`config.mk`:
```
export PLATFORM = sky130hd
export DESIGN_NAME = pe_axis_reduce
export DESIGN_NICKNAME = d
export VERILOG_FILES = /design/src/rtl/pe_axis_reduce.sv
export SDC_FILE = /design/constraint.sdc
export NUM_CORES = 1
export LEC_CHECK = 0
export CELL_PAD_IN_SITES_DETAIL_PLACEMENT = 2
export CELL_PAD_IN_SITES_GLOBAL_PLACEMENT = 2
export CORE_AREA = 2 2 219 221
export CTS_CLUSTER_SIZE = 28
export DETAILED_ROUTE_END_ITERATION = 7
export DIE_AREA = 0 0 221 223
export PLACE_DENSITY_LB_ADDON = 0.1
export SYNTH_ARGS = -nofsm -noshare
export SYNTH_HDL_FRONTEND = slang
export SYNTH_SLANG_ARGS = --single-unit
```
`constraint.sdc`:
```
create_clock -name clk -period 3.85 [get_ports clk]
set_input_delay 0.77 -clock clk [delete_from_list [all_inputs] [get_ports clk]]
set_output_delay 0.77 -clock clk [all_outputs]
set_load 0.02 [all_outputs]
```
`src/rtl/pe_axis_reduce.sv`:
```
// pe_axis_reduce: AXI-Stream lane-wise reduction engine.
// Sums BEATS input beats lane by lane (LANES = DATAW/32 unsigned 32-bit lanes)
// and returns a single result beat addressed to RETURN_DEST.
// Build option: define PE_AXIS_REDUCE_SAT_EN to make lane adds saturate at
// 0xFFFFFFFF instead of wrapping modulo 2^32.

// One 32-bit accumulator lane; load starts a packet, add folds in a beat.
module pe_axis_reduce_lane (
   input  logic        clk,
   input  logic        reset,
   input  logic        load,
   input  logic        add,
   input  logic [31:0] din,
   output logic [31:0] acc
);
   logic [32:0] sum_w;
   logic [31:0] nxt_w;

   assign sum_w = {1'b0, acc} + {1'b0, din};
`ifdef PE_AXIS_REDUCE_SAT_EN
   // Any carry out pins the lane at all-ones; adding non-negative values
   // afterwards keeps it there until the next load.
   assign nxt_w = sum_w[32] ? 32'hFFFF_FFFF : sum_w[31:0];
`else
   logic unused_carry;
   assign unused_carry = sum_w[32];
   assign nxt_w = sum_w[31:0];
`endif

   // Accumulator register: load on first beat, add on following beats.
   always_ff @(posedge clk) begin
      if (reset)     acc <= '0;
      else if (load) acc <= din;
      else if (add)  acc <= nxt_w;
   end
endmodule

module pe_axis_reduce #(
   parameter int DATAW       = 128,
   parameter int DESTW       = 4,
   parameter int BEATS       = 8,
   parameter int RETURN_DEST = 0
) (
   input  logic             clk,
   input  logic             reset,
   input  logic             axis_in_tvalid,
   output logic             axis_in_tready,
   input  logic [DATAW-1:0] axis_in_tdata,
   input  logic [DESTW-1:0] axis_in_tdest,
   output logic             axis_out_tvalid,
   input  logic             axis_out_tready,
   output logic [DATAW-1:0] axis_out_tdata,
   output logic [DESTW-1:0] axis_out_tdest
);
   localparam int LANES = DATAW / 32;
   localparam int CW    = $clog2(BEATS + 1);

   localparam logic [1:0] IDLE  = 2'd0;
   localparam logic [1:0] ACCUM = 2'd1;
   localparam logic [1:0] SEND  = 2'd2;

   logic [1:0]                  state;
   logic [CW-1:0]               cnt;
   logic [LANES-1:0][31:0]      acc;
   logic                        in_fire, out_fire, last_beat;
   logic                        unused_dest;

   // Incoming tdest carries no meaning for the reduction.
   assign unused_dest = ^axis_in_tdest;

   // Ready/valid come straight from state so neither side sees a comb path.
   assign axis_in_tready  = (state != SEND);
   assign axis_out_tvalid = (state == SEND);
   assign axis_out_tdata  = (state == SEND) ? acc : '0;
   assign axis_out_tdest  = DESTW'(RETURN_DEST);

   assign in_fire   = axis_in_tvalid & axis_in_tready;
   assign out_fire  = (state == SEND) & axis_out_tready;
   assign last_beat = (cnt == CW'(BEATS - 1));

   // Per-lane accumulators; lanes never carry into one another.
   for (genvar i = 0; i < LANES; i++) begin : g_lane
      pe_axis_reduce_lane u_lane (
         .clk   (clk),
         .reset (reset),
         .load  (in_fire && (state == IDLE)),
         .add   (in_fire && (state == ACCUM)),
         .din   (axis_in_tdata[32*i +: 32]),
         .acc   (acc[i])
      );
   end

   // Packet sequencing: count accepted beats, hold the result until taken.
   always_ff @(posedge clk) begin
      if (reset) begin
         state <= IDLE;
         cnt   <= '0;
      end else begin
         case (state)
            IDLE: if (in_fire) begin
               cnt   <= CW'(1);
               state <= (BEATS == 1) ? SEND : ACCUM;
            end
            ACCUM: if (in_fire) begin
               cnt <= cnt + CW'(1);
               if (last_beat) state <= SEND;
            end
            SEND: if (out_fire) begin
               cnt   <= '0;
               state <= IDLE;
            end
            default: begin
               cnt   <= '0;
               state <= IDLE;
            end
         endcase
      end
   end
endmodule

```
==> metrics.md <==
| Metric | Value |
|---|---|
| Status | completed |
| Detailed Routing Iterations Pass 1 | 4 |
| Synthesis-to-layout area growth | 39.6% |
| Setup-failing EPs final | 0 |
| Dpl cell area | 16700 um2 |
| Largest net degree at the start of global routing | 141 |
| Synth warn | 0 |
| Post-route minimum period | 3660 ps |
| Slowest cell on crit path | clkdlybuf4s50_1 |
| Die area | 49300 um2 |
| Die H | 223 um |
| Hold_ws | 484 ps |
| Post-layout util | 0.371 |
| I/O Pins | 270 |
| Num CTS Buffers | 17 |
| Via Count | 13300 |
| Total GRT Usage | 0.203 |
| Post-route ant nets | 0 |
| Max incr delay on CP | 440 ps |
| Clk Latency, worst-skew pair | 490 ps |
| Detailed Route Iter0 Violations | 323 |
| Max-cap violations | 0 |
| Core ar. | 47100 um2 |
| Drt drc | 0 |
| Worst-path cell chain | clkdlybuf4s50_1, ha_2, fa_2, a21o_1, a22oi_2, o21ai_4, a221oi_2, o21bai_1, a31o_1, a221o_1, a31o_1, a21oi_2, mux2i_1, o221a_1 |
| Critical path class | input port to register |
| Met3 global-route usage | 0.0400 |
| TritonCTS clock tree | built |
| Initial core utilization | 0.266 |
| Initial antenna violation count | 3 |
| Routed WL per cell | 19.1 um |
| Layout Skew | 7.96 ps |
| Most common cell on crit path | a31o_1 |
| Fmax | 273 MHz |
| Delay-heaviest family, CP | compound AO/OA/AOI/OAI gates |
| Routing usage on met2 | 0.356 |
| Final cell area excluding filler cells | 17500 um2 |
| Final HPWL DP | 36900 um |
| CP endpoint kind | register |
| Worst Max-Slew Pin Slew | 947 ps |
| Post-synthesis sequential area ratio | 0.214 |
| Relative slew slack | 0.369 |
| Lkg Pwr | 7.50 nW |
| Crit Path Max Fanout | 4 |
| Yosys cell types | 73 |
| Max VDD drop | 0.248 mV |
| Cell area after synthesis | 12500 um2 |
| PD cells | 319 nW/um2 |
| Vias in the first global route | 14700 |
| Most used routing layer | met2 |
| Clock Path Buffers | 2 |
| Commonest non-fill, non-tap cell in the layout | clkdlybuf4s50_1 |
| Drt via density | 5.13 |
| Asr flop ratio synth | 0 |
| Post-CTS Hold Buffers | 0 |
| Req. time, crit path | 4280 ps |
| Last weighted congestion value of the routability-driven placer | 0.812 |
| Clk slew on worst S/H paths | 70 ps |
| WL final | 49500 um |
| M1 GR Usage | 0.254 |
| Synth Instances | 1622 |
| Most frequent cells in the layout | 258 x clkdlybuf4s50_1, 190 x nor2_1, 151 x a21oi_1, 151 x buf_4, 133 x dfxtp_1 |
| Min-Delay Path Class | register to register |
| Row count | 80 |
| Global route total overflow | 0 |
| Hold Fails Final Rpt | 0 |
| Period utilisation layout | 0.952 |
| Predominant post-synthesis flop cell | dfxtp_1 |
| Number of synthesized flops with an enable pin | 0 |
| Die X-Extent | 221 um |
| Pins over their slew limit | 0 |
| Register bit total from synthesis | 134 |
| First-pass GRT wire length | 80400 um |
| Buf/Inv on CP | 1 |
| Port bufs | 261 |
| Critical path arrival | 4100 ps |
| Startpoint Class | input port |
| H-tree Lvls | 4 |
| CTS Root Cell | clkbuf_16 |
| Filler cells | 5453 |
| CTS sink cnt | 134 |
| Post-Syn Area per Cell | 7.73 um2 |
| Final nets | 2227 |
| Layout cells sized above 1 | 0.113 |
[synth_stat cells (6+ instances only)]
library cell,n,area share
a2111oi_0,7,0.0049
a211o_1,6,0.0042
a211oi_1,115,0.069
a21o_1,68,0.041
a21oi_1,156,0.062
a31oi_1,14,0.0070
and2_1,130,0.065
and3_1,9,0.0045
buf_1,8,0.0024
clkbuf_1,81,0.024
dfxtp_1,134,0.21
ha_1,125,0.12
inv_1,38,0.011
mux2i_1,66,0.053
nand2_1,83,0.025
nand2b_1,13,0.0065
nand3_1,28,0.011
nand4_1,9,0.0045
nor2_1,190,0.057
nor2b_1,19,0.0095
nor3_1,17,0.0068
o211ai_1,8,0.0048
o21a_1,12,0.0072
o21ai_0,41,0.016
o21ai_1,19,0.0076
o21bai_1,15,0.0090
o31a_1,7,0.0049
xnor2_1,84,0.059
xor2_1,23,0.016
[per-stage QoR]
stage	cells	TNS (ps)	power (mW)	setup slack (ps)
floorplan	1625	0	2.95	204
global placement	2555	-7500	3.67	-654
detailed placement	2555	-11310	3.75	-682
CTS	2589	0	5.69	31.5
global route	2590	-1.94	6.00	-1.94
finish	2591	0	5.59	186
[logic make-up (layout without fill, tap and decap cells)]
family                   after synthesis  count (layout)  share of synthesized area
AO/OA/AOI/OAI                        526             526                      0.280
XOR/XNOR                             107             107                     0.0748
adder cells (fa/ha/maj)              129             129                      0.131
buffers and inverters                134             484                     0.0415
flip-flops                           134             134                      0.214
multiplexers                          67              67                     0.0536
other                                  1               5                   0.000299
AND/OR/NAND/NOR                      524             524                      0.205
[worst min-delay path, delay by kind of cell, from the launching register on]
kind	cells	cell delay (ps)
flops	1	330
compound gates	1	50
simple gates	1	60
[registers in the layout, summed over array words and instances (netlist names)]
signal,flops
cnt,4
state,2
g_lane.u_lane.acc,128
[report_power, final]
group          total, mW  leakage, nW  switching (mW)  internal (mW)
registers           1.61         1.11           0.103           1.51
logic               2.13         6.10            1.10           1.03
clock network       1.85        0.294           0.757           1.09
[area by class of cell]
class                   count  area [um2]  area share
flip-flops and latches    134        2690       0.154
repair buffers            413        3800       0.217
inverters                  39         149     0.00851
diodes                      1        2.50    0.000143
well taps                 615         769      0.0440
clock inverters            14         183      0.0104
multi-input cells        1357        9470       0.541
clock buffers              18         439      0.0251
[timing repair]
item | CTS | global route
cloned | 0 | 0
setup endpoints to repair | 4 | 18
setup buffers | 2 | 1
resized for setup | 3 | 21
pin swaps | 2 | 12
[worst paths after layout]
check             slack, ps                               endpoint  cells after the start                            startpoint
hold / removal          480                    cnt[1]$_SDFFE_PP0P_                      2                   cnt[1]$_SDFFE_PP0P_
setup / recovery        190  g_lane[2].u_lane.acc[30]$_SDFFE_PP0P_                     14                     axis_in_tdata[64]
hold reg to reg         480                    cnt[1]$_SDFFE_PP0P_                      2                   cnt[1]$_SDFFE_PP0P_
setup reg to reg        570  g_lane[2].u_lane.acc[30]$_SDFFE_PP0P_                     13  g_lane[2].u_lane.acc[0]$_SDFFE_PP0P_
[metal layers]
layer  share of wire  vias to the layer above
met5         0.00083                        -
met4           0.015                        6
met3           0.033                       39
met2            0.49                      166
met1            0.46                     6542
li1                -                     6545
(Power assumes the default switching activity.)
